$ cat config.mk
export PLATFORM = sky130hd
export DESIGN_NAME = rom_line_fetcher
export DESIGN_NICKNAME = d
export VERILOG_FILES = /design/src/rtl/rom_line_fetcher.sv
export SDC_FILE = /design/constraint.sdc
export NUM_CORES = 1
export LEC_CHECK = 0
export CORE_MARGIN = 3
export CORE_UTILIZATION = 27
export DETAILED_ROUTE_END_ITERATION = 6
export GPL_ROUTABILITY_DRIVEN = 1
export PLACE_DENSITY = 0.56
export SLEW_MARGIN = 20
export SYNTH_ARGS = -nofsm -noshare
export SYNTH_HDL_FRONTEND = slang
export SYNTH_SLANG_ARGS = --single-unit
$ cat constraint.sdc
create_clock -name clk -period 6.38 [get_ports clk]
set_clock_uncertainty 0.2 [all_clocks]
set_input_delay 1.914 -clock clk [delete_from_list [all_inputs] [get_ports clk]]
set_output_delay 1.914 -clock clk [all_outputs]
set_load 0.01 [all_outputs]
$ cat src/rtl/rom_line_fetcher.sv
// Refills one instruction-cache line from a word-wide backing ROM over a req/ack handshake.
// Optional ack watchdog enabled by defining ROM_FETCH_TIMEOUT_EN.
module rom_line_fetcher #(
   parameter int unsigned WORD_ADR_SIZE  = 3,
   parameter logic [31:0] ROM_BASE       = 32'h8000_0000,
   parameter int unsigned ROM_WORDS      = 16384,
   parameter int unsigned MEM_AW         = 14,
   parameter int unsigned TIMEOUT_CYCLES = 255
) (
   input  logic              clk,
   input  logic              reset_n,
   input  logic              rom_re,
   input  logic [31:0]       rom_addr,
   output logic [31:0]       rom_out [0:(1<<WORD_ADR_SIZE)-1],
   output logic              rom_oe,
   output logic              mem_req,
   output logic [MEM_AW-1:0] mem_addr,
   input  logic              mem_ack,
   input  logic [31:0]       mem_rdata,
   output logic              busy,
   output logic              fetch_err
);

   localparam int unsigned          LINE_WORDS = 1 << WORD_ADR_SIZE;
   localparam logic [31:0]          NOP_WORD   = 32'h0000_0013;
   localparam logic [32:0]          ROM_LO     = {1'b0, ROM_BASE};
   localparam logic [32:0]          ROM_HI     = ROM_LO + 33'(4 * ROM_WORDS);
   localparam logic [WORD_ADR_SIZE-1:0] LAST_CNT = WORD_ADR_SIZE'(LINE_WORDS - 1);

   typedef enum logic [1:0] {
      S_IDLE,
      S_FILL,
      S_DONE,
      S_COOL
   } state_t;

   state_t                   state_q, state_d;
   logic [WORD_ADR_SIZE-1:0] cnt_q, cnt_d;
   logic [WORD_ADR_SIZE-1:0] cnt_nxt;
   logic                     mem_req_q, mem_req_d;
   logic [MEM_AW-1:0]        mem_addr_q, mem_addr_d;
   logic [31:0]              rom_out_q [0:LINE_WORDS-1];

   logic                     wr_en;
   logic [31:0]              wr_data;
   logic                     fill_nop;
   logic                     advance;

   logic [31:0]              line_base;
   logic [31:0]              line_offset;
   logic                     in_range;
   logic [MEM_AW-1:0]        line_idx;
   logic                     unused_bits;

   // Line base and its word index inside the backing ROM.
   assign line_base   = {rom_addr[31:WORD_ADR_SIZE+2], {(WORD_ADR_SIZE+2){1'b0}}};
   assign line_offset = line_base - ROM_BASE;
   assign line_idx    = line_offset[MEM_AW+1:2];
   assign in_range    = ({1'b0, line_base} >= ROM_LO) && ({1'b0, line_base} < ROM_HI);
   assign cnt_nxt     = cnt_q + 1'b1;
   assign unused_bits = ^{rom_addr[WORD_ADR_SIZE+1:0], line_offset};

`ifdef ROM_FETCH_TIMEOUT_EN
   localparam int unsigned      TMO_W     = $clog2(TIMEOUT_CYCLES + 1);
   localparam logic [TMO_W-1:0] TMO_LIMIT = TMO_W'(TIMEOUT_CYCLES - 1);

   logic [TMO_W-1:0] tmo_q, tmo_d;
   logic             fetch_err_q, fetch_err_d;
`endif

   always_comb begin
      state_d    = state_q;
      cnt_d      = cnt_q;
      mem_req_d  = mem_req_q;
      mem_addr_d = mem_addr_q;
      wr_en      = 1'b0;
      wr_data    = mem_rdata;
      fill_nop   = 1'b0;
      advance    = 1'b0;
`ifdef ROM_FETCH_TIMEOUT_EN
      tmo_d       = tmo_q;
      fetch_err_d = fetch_err_q;
`endif
      case (state_q)
         S_IDLE: begin
            if (rom_re) begin
               cnt_d = '0;
`ifdef ROM_FETCH_TIMEOUT_EN
               tmo_d = '0;
`endif
               if (in_range) begin
                  state_d    = S_FILL;
                  mem_req_d  = 1'b1;
                  mem_addr_d = line_idx;
               end else begin
                  fill_nop = 1'b1;
                  state_d  = S_DONE;
               end
            end
         end
         S_FILL: begin
            if (mem_req_q && mem_ack) begin
               wr_en   = 1'b1;
               advance = 1'b1;
`ifdef ROM_FETCH_TIMEOUT_EN
               tmo_d   = '0;
            end else if (!mem_req_q) begin
               // One idle request cycle after a watchdog expiry.
               mem_req_d = 1'b1;
            end else if (tmo_q == TMO_LIMIT) begin
               wr_en       = 1'b1;
               wr_data     = NOP_WORD;
               fetch_err_d = 1'b1;
               mem_req_d   = 1'b0;
               tmo_d       = '0;
               advance     = 1'b1;
            end else begin
               tmo_d = tmo_q + 1'b1;
`endif
            end
            if (advance) begin
               if (cnt_q == LAST_CNT) begin
                  mem_req_d = 1'b0;
                  state_d   = S_DONE;
               end else begin
                  cnt_d      = cnt_nxt;
                  // Only the in-line word bits step; the line index is never carried into.
                  mem_addr_d = {mem_addr_q[MEM_AW-1:WORD_ADR_SIZE], cnt_nxt};
               end
            end
         end
         S_DONE:  state_d = S_COOL;
         S_COOL:  state_d = S_IDLE;
         default: state_d = S_IDLE;
      endcase
   end

   always_ff @(posedge clk or negedge reset_n) begin
      if (!reset_n) begin
         state_q    <= S_IDLE;
         cnt_q      <= '0;
         mem_req_q  <= 1'b0;
         mem_addr_q <= '0;
      end else begin
         state_q    <= state_d;
         cnt_q      <= cnt_d;
         mem_req_q  <= mem_req_d;
         mem_addr_q <= mem_addr_d;
      end
   end

   genvar gi;
   generate
      for (gi = 0; gi < LINE_WORDS; gi++) begin : g_word
         always_ff @(posedge clk or negedge reset_n) begin
            if (!reset_n) begin
               rom_out_q[gi] <= '0;
            end else if (fill_nop) begin
               rom_out_q[gi] <= NOP_WORD;
            end else if (wr_en && (cnt_q == WORD_ADR_SIZE'(gi))) begin
               rom_out_q[gi] <= wr_data;
            end
         end
         assign rom_out[gi] = rom_out_q[gi];
      end
   endgenerate

`ifdef ROM_FETCH_TIMEOUT_EN
   always_ff @(posedge clk or negedge reset_n) begin
      if (!reset_n) begin
         tmo_q       <= '0;
         fetch_err_q <= 1'b0;
      end else begin
         tmo_q       <= tmo_d;
         fetch_err_q <= fetch_err_d;
      end
   end
   assign fetch_err = fetch_err_q;
`else
   assign fetch_err = 1'b0;
`endif

   assign rom_oe   = (state_q == S_DONE);
   assign mem_req  = mem_req_q;
   assign mem_addr = mem_addr_q;
   assign busy     = (state_q != S_IDLE);

endmodule

==> summary.md, run 1 <==
| Metric | Value |
|---|---|
| CTS Buf Count | `34` |
| DR iter-0 viols | `754` |
| Final Hold Viols | `0` |
| Met2 WL | `around 20 mm` |
| Remaining DRCs | `0` |
| CTS tree | `done` |
| Final WS setup | `approximately 2.3 ns` |
| Synth area leader | `dfrtp_1` |
| Layout cells sized above 1 | `~18%` |
| Ys flop type | `dfrtp_1` |
| Max-cap viol count | `0` |
| Wirelength per Cell | `a little over 20 µm` |
| CTS H-tree lvls | `2` |
| Slew margin rel. | `roughly a third` |
| Largest net degree at the start of global routing | `~130` |
| Area share of the leading cell type in the synthesized netlist | `between 50 and 60%` |
| CP Cell Sequence | `inv_1 -> ha_1 -> inv_1 -> clkdlybuf4s50_1` |
| Top-Level Pins | `about 340` |
| Nets | `1583` |
| Mapped cell area | `between 10000 and 15000 µm²` |
| Routed metal-1 wirelength | `19.2 mm` |
| RSZ-0062 raised after global routing | `false` |
| Highest Signal Layer | `met4` |
| # setup viols final | `0` |
| Number of synthesized flops with an enable pin | `0` |
| Hpwl dp | `about 27 mm` |
| Avg Cell Area, Syn | `9.75 µm²` |
| Filler cells | `~4400` |
| Max-slew violation count | `0` |
| Yosys reg bits | `between 200 and 300` |
| CTS hold repair buffers | `0` |
| P&R area growth vs syn | `37.5%` |
| Clk_lat worst skew | `between 0.5 and 0.6 ns` |
| Final hold slack | `~0.3 ns` |
| Vias | `just under 10000` |
| Die W | `between 200 and 250 µm` |
| Final period utilization | `63.4%` |
| RR Endpoint | `rom_out[119]` |
| Post-Syn Instances | `1250` |
| Depth of the most critical reg-to-reg path | `6` |
| Distinct cells, synth | `33` |
| Top post-synthesis cells by count | `nand2_1, dfrtp_1, a21oi_2` |
| Worst Setup EP | `busy` |
| CP required | `4.27 ns` |
| Root Buffer | `clkbuf_16` |
| Max Fanout on Critical Path | `8` |
| Top delay family on crit path | `buffers and inverters` |
| Met3 wire length | `~3.2 mm` |
| Syn_nets | `about 1300` |
| Clock Pin Slew Worst Setup and Hold Paths | `0.05 ns` |
| Most frequent cell on the critical path | `inv_1` |
| VDD IR max | `between 0.1 and 0.15 mV` |
| Global-route wire length before repair | `between 60 and 70 mm` |
| Ys Warns | `0` |
| Max stage delay cell, worst path | `clkdlybuf4s50_1` |
| Floorplan core area | `between 40000 and 50000 µm²` |
| Cts repair resizes | `0` |
| Clk sink count | `roughly 280` |
| Vias per inst | `4.62` |
| CTS max path bufs | `3` |
| Synth top area cells | `dfrtp_1, nand2_1, a21oi_2, a21oi_1, buf_4` |
| Port Buffers | `~340` |
| R2r startpoint | `state_q[1]` |
| Largest stage delay, worst path | `~0.5 ns` |
| Vias in the first global route | `between 9000 and 10000` |
| F_max | `about 250 MHz` |
| CP startpoint kind | `register` |
| Pwr Density | `roughly 230 nW/µm²` |
| Sequential fraction of the synthesis area | `56.7%` |
| Die Y | `218 µm` |
| LEAKAGE | `0.00682 µW` |
| Critical path class | `reg2out` |
| Initial Util | `approximately 27%` |
| Count leader, synth | `nand2_1` |
| Critical Path Source | `state_q[1]` |
| Asr flop ratio synth | `100%` |
| Number of routed nets with antenna violations | `0` |
| Buffers plus inverters on the worst setup path | `3` |
| Worst Path Arrival | `between 1.5 and 2 ns` |
| Hold crit path type | `reg2reg` |
| Worst-Margin Slew | `between 1 and 1.5 ns` |
| Rows | `77` |
| Total gr overflow | `0` |
| Status | `completed` |
| Antenna violations before repair | `0` |
| Die ar. | `about 48000 µm²` |
| Setup Slack @ Placement | `1.82 ns` |
| Gr usage total | `between 10% and 20%` |
| Routed wire length | `42.9 mm` |
| Tmin final | `between 4 and 5 ns` |
| Final RePlAce weighted congestion | `~0.76` |
| Final setup TNS | `0 ns` |
| Worst path depth | `4` |
| CP endpoint kind | `output pin` |
| Reg2Reg Setup Slack | `around 3.4 ns` |
| DR pass1 iterations | `5` |
| Setup bufs post-CTS | `0` |
==> state kept, by name (all words and copies together), names as in the netlist <==
register  count
cnt_q         3
rom_out     256
state_q       2
mem_addr     14
mem_req       1
==> kinds of logic (layout without fill, tap and decap cells) <==
| kind of cell | Yosys count | count (layout) | share of synthesized area [%] |
|---|---|---|---|
| compound gates | 242 | 242 | 15.6 |
| simple gates | 580 | 580 | 19.0 |
| buf+inv | 128 | 408 | 6.53 |
| flops | 276 | 276 | 56.7 |
| other cells | 1 | 2 | 0.0308 |
| mux | 14 | 14 | 1.28 |
| fa+ha+maj | 9 | 9 | 0.924 |
==> per-layer routing <==
layer / vias to the layer above / global-route usage (%)
li1: 4520 / -
met1: 4936 / 24.0
met2: 296 / 28.3
met3: 47 / 5.41
met4: 0 / 3.83
met5: - / 0
==> how the worst min path moves through the flow <==
stage	slack (ns)	endpoint	startpoint	depth (start not counted)
floorplan	0.30	cnt_q[1]	cnt_q[1]	2
global placement	0.27	mem_addr[9]	mem_addr[9]	1
detailed placement	0.28	rom_out[4]	rom_out[4]	2
CTS	0.30	rom_out[4]	rom_out[4]	2
global route	0.31	mem_addr[2]	mem_addr[2]	1
finish	0.29	rom_out[4]	rom_out[4]	2
==> power by group <==
group          switching [µW]  internal [µW]  total [µW]
sequential                  0           1750        1750
combinational            80.8           38.3         119
clock                     752           1190        1940
==> worst reg2reg max path: stages (launching register included) <==
cell	delay, ns
dfrtp_1	0.38
inv_1	0.10
ha_1	0.36
and3_1	0.50
nand3_2	0.86
nand2_1	0.39
a21oi_2	0.08
==> layout make-up <==
cell class	instances	area, µm²	share of cell area, %
Antenna cell	1	2.50	0.0149
Clock buffer	58	1080	6.47
Clock inverter	2	35.0	0.209
Inverter	7	26.3	0.157
Multi-Input combinational cell	846	4530	27.0
Sequential cell	276	6910	41.2
Tap cell	592	741	4.42
Timing Repair Buffer	341	3440	20.5
==> per-stage QoR <==
step | util, % | power (µW) | std cells | cell area, µm²
2_1_floorplan | - | 1810 | 1250 | 12200
3_3_place_gp | 35.2 | 1910 | 2062 | 15600
3_5_place_dp | 35.2 | 1910 | 2062 | 15600
4_1_cts | 37.7 | 3880 | 2122 | 16800
5_1_grt | 37.7 | 3950 | 2122 | 16800
6_report | 37.7 | 3810 | 2123 | 16800
==> placed cells by master (no fill, tap or decap), types with 4 or more instances in the layout <==
cell,netlist,routed
clkdlybuf4s50_1,0,334
nand3_1,29,26
mux2_2,12,12
clkbuf_16,0,37
a21oi_1,53,53
nand2_2,0,4
o21ai_0,4,4
nand2_1,526,522
dfrtp_1,276,276
clkbuf_8,0,8
clkbuf_1,33,13
ha_1,9,9
a21oi_2,180,180
inv_1,7,7
and2_2,0,5
No activity file was read; power rests on OpenSTA's default activity.
==> run 2, diff against run 1 <==
--- a/config.mk
+++ b/config.mk
@@ -9,7 +9,7 @@
 export CORE_UTILIZATION = 27
 export DETAILED_ROUTE_END_ITERATION = 6
 export GPL_ROUTABILITY_DRIVEN = 1
-export PLACE_DENSITY = 0.56
+export PLACE_DENSITY = 0.58
 export SLEW_MARGIN = 20
 export SYNTH_ARGS = -nofsm -noshare
 export SYNTH_HDL_FRONTEND = slang
==> constraint.sdc (replaced) <==
create_clock -name clk -period 3.49 [get_ports clk]
set_clock_uncertainty 0.2 [all_clocks]
set_input_delay 1.047 -clock clk [delete_from_list [all_inputs] [get_ports clk]]
set_output_delay 1.047 -clock clk [all_outputs]
set_load 0.01 [all_outputs]
==> run 2 against run 1 <==
Net effect:
- sequential cell count stayed put
- utilization is 0.98 points higher
- count of clock-buffer cells in the layout is 6 lower
- global-route usage is 0.19 points higher
- critical path type unchanged
- clock power is 91% higher
- non-clock buffer count is 38 higher
- cell count is 1.8% higher
- die area stayed put
- routed wire length is 0.75% higher
- critical endpoint unchanged
- highest routed layer unchanged
==> summary.md, run 2 (synthesis gave the netlist of run 1 again) <==
| Metric | Value |
|---|---|
| Status | `completed (unchanged)` |
| RSZ-0062 raised after global routing | `false (unchanged)` |
| Clock Pin Slew Worst Setup and Hold Paths | `0.06 ns (was 0.05 ns)` |
| Port Buffers | `335 (unchanged)` |
| Cts repair resizes | `0 (unchanged)` |
| Final RePlAce weighted congestion | `0.769 (was 0.763)` |
| CTS H-tree lvls | `2 (unchanged)` |
| Antenna violations before repair | `0 (unchanged)` |
| Die ar. | `47700 µm² (unchanged)` |
| CP required | `2.24 ns (was 4.27 ns)` |
| Global routing met2 resource utilization | `28.9% (was 28.3%)` |
| Floorplan core area | `44400 µm² (unchanged)` |
| Clock share of power | `51.9% (was 51.0%)` |
| Critical path class | `reg2out (unchanged)` |
| Final setup TNS | `0 ns (unchanged)` |
| DR iter-0 viols | `703 (was 754)` |
| Vias in the first global route | `10200 (was 9932)` |
| Comb power frac | `3.1% (about the same)` |
| Vias | `9888 (was 9799)` |
| Worst Path Arrival | `1.96 ns (was 1.93 ns)` |
| Tmin final | `3.21 ns` |
| CP endpoint kind | `output pin (unchanged)` |
| Most frequent cells in the layout | `nand2_1, clkdlybuf4s50_1, dfrtp_1 (unchanged)` |
| Flop pwr share | `45.0% (was 45.9%)` |
| Max Fanout on Critical Path | `8 (unchanged)` |
| Switching power share of the total | `22.1% (was 21.8%)` |
| Remaining DRCs | `0 (unchanged)` |
| Share of the core filled with cells | `38.7% (was 37.7%)` |
| Gr usage total | `18.0% (was 17.8%)` |
| GR Util met1 | `23.9% (was 24.0%)` |
| VDD IR max | `0.277 mV (was 0.141 mV)` |
| F_max | `roughly 310 MHz` |
| Max-cap viol count | `0 (unchanged)` |
| # setup viols final | `0 (unchanged)` |
| Setup bufs post-CTS | `0 (unchanged)` |
| Hpwl dp | `28.9 mm (was 27.3 mm)` |
| Slew margin rel. | `59.5% (was 32.2%)` |
| Total gr overflow | `0 (unchanged)` |
| Placed insts | `2100 (was 2062)` |
| CP startpoint kind | `register (unchanged)` |
| Max reg flops | `256 (unchanged)` |
| Clk sink count | `276 (unchanged)` |
| Final Hold Viols | `0 (unchanged)` |
| CTS Buf Count | `34 (unchanged)` |
| LEAKAGE | `0.00707 µW (was 0.00682 µW)` |
| Routing usage on met3 | `5.52% (was 5.41%)` |
| Max-slew violation count | `0 (unchanged)` |
| P&R area growth vs syn | `41.1% (was 37.5%)` |
| Antenna diode instance count | `0 (was 1)` |
| Global-route wire length before repair | `65.1 mm (was 64.5 mm)` |
| Int Pwr | `5540 µW (was 2980 µW)` |
| Nets | `1621 (was 1583)` |
| Pwr Density | `414 nW/µm² (was 227 nW/µm²)` |
| CTS max path bufs | `3 (unchanged)` |
| CTS hold repair buffers | `0 (unchanged)` |
| Worst-Margin Slew | `0.605 ns (was 1.02 ns)` |
| Top-Level Pins | `342 (unchanged)` |
| Largest net degree at the start of global routing | `80 (was 132)` |
| Final period utilization | `a little over 90%` |
| Rows | `77 (unchanged)` |
| Die Y | `218 µm (unchanged)` |
| Commonest non-fill, non-tap cell in the layout | `nand2_1 (unchanged)` |
| Root Buffer | `clkbuf_16 (unchanged)` |
| Switch Pwr | `1570 µW (was 833 µW)` |
| Initial Util | `27.4% (unchanged)` |
| GR peak layer | `met2 (unchanged)` |
| Hold crit path type | `in2async (was reg2reg)` |
| Die W | `218 µm (unchanged)` |
| Non-filler cells, final | `2161 (was 2123)` |
| CTS tree | `done (unchanged)` |
| Clk_lat worst skew | `0.53 ns (about the same)` |
| Vias per inst | `4.58 (was 4.62)` |
| Routed wire length | `43.2 mm (was 42.9 mm)` |
| Number of routed nets with antenna violations | `0 (unchanged)` |
| Wirelength per Cell | `20.0 µm (was 20.2 µm)` |
| Final hold slack | `0.240 ns (was 0.292 ns)` |
| Layout cells sized above 1 | `20.0% (was 17.5%)` |
| DR pass1 iterations | `5 (unchanged)` |
run 2: changes by cell type in the layout (fill, tap and decap cells not counted):
cell,before,now
clkbuf_1,13,6
diode_2,1,0
buf_12,3,11
bufinv_16,1,2
buf_4,3,33
clkinvlp_4,0,2
clkinv_2,1,5
clkbuf_8,8,9
run 2: final cells by class:
cell class | count | area [µm²]
Fill cell | 4351 | 27200
Sequential cell | 276 | 6910
Multi-Input combinational cell | 846 | 4530
Timing Repair Buffer | 379 | 3830
Clock buffer | 52 | 1070
Tap cell | 592 | 741
Clock inverter | 9 | 100
Inverter | 7 | 26.3
run 2: power by group through the flow:
stage,Combinational [µW],Sequential (µW),Clock (µW)
floorplan,57.3,3260,0
global placement,230,3260,0
detailed placement,230,3260,0
CTS,231,3200,3810
global route,245,3200,3940
finish,222,3200,3700
run 2: worst paths after layout:
path,start,endpoint,slack [ns],depth (start not counted)
hold reg to reg,mem_addr[9],mem_addr[9],0.29,1
min in group clk,mem_addr[9],mem_addr[9],0.29,1
setup reg to reg,state_q[1],rom_out[146],1.03,7
setup / recovery,state_q[0],busy,0.28,4
hold / removal,reset_n,rom_out[38],0.24,1
max in group asynchronous,reset_n,rom_out[30],2.11,2
run 2: critical path: stages (launching register included):
cell,delay [ns]
dfrtp_1,0.38
inv_1,0.07
ha_1,0.29
inv_1,0.13
clkdlybuf4s50_1,0.57
run 2: per-stage QoR:
step | total power, µW | area [µm²] | setup slack [ns]
2_1_floorplan | 3320 | 12200 | 0.924
3_3_place_gp | 3490 | 16000 | 0.270
3_5_place_dp | 3490 | 16000 | 0.235
4_1_cts | 7240 | 17200 | 0.244
5_1_grt | 7380 | 17200 | 0.164
6_report | 7120 | 17200 | 0.281
run 2: metal layers:
metal	share of wire (%)	routed length, µm	vias to the layer above
met5	0	0	-
met4	1.6	686	0
met3	8.1	3510	45
met2	47	20200	328
met1	44	18800	4933
li1	-	-	4582
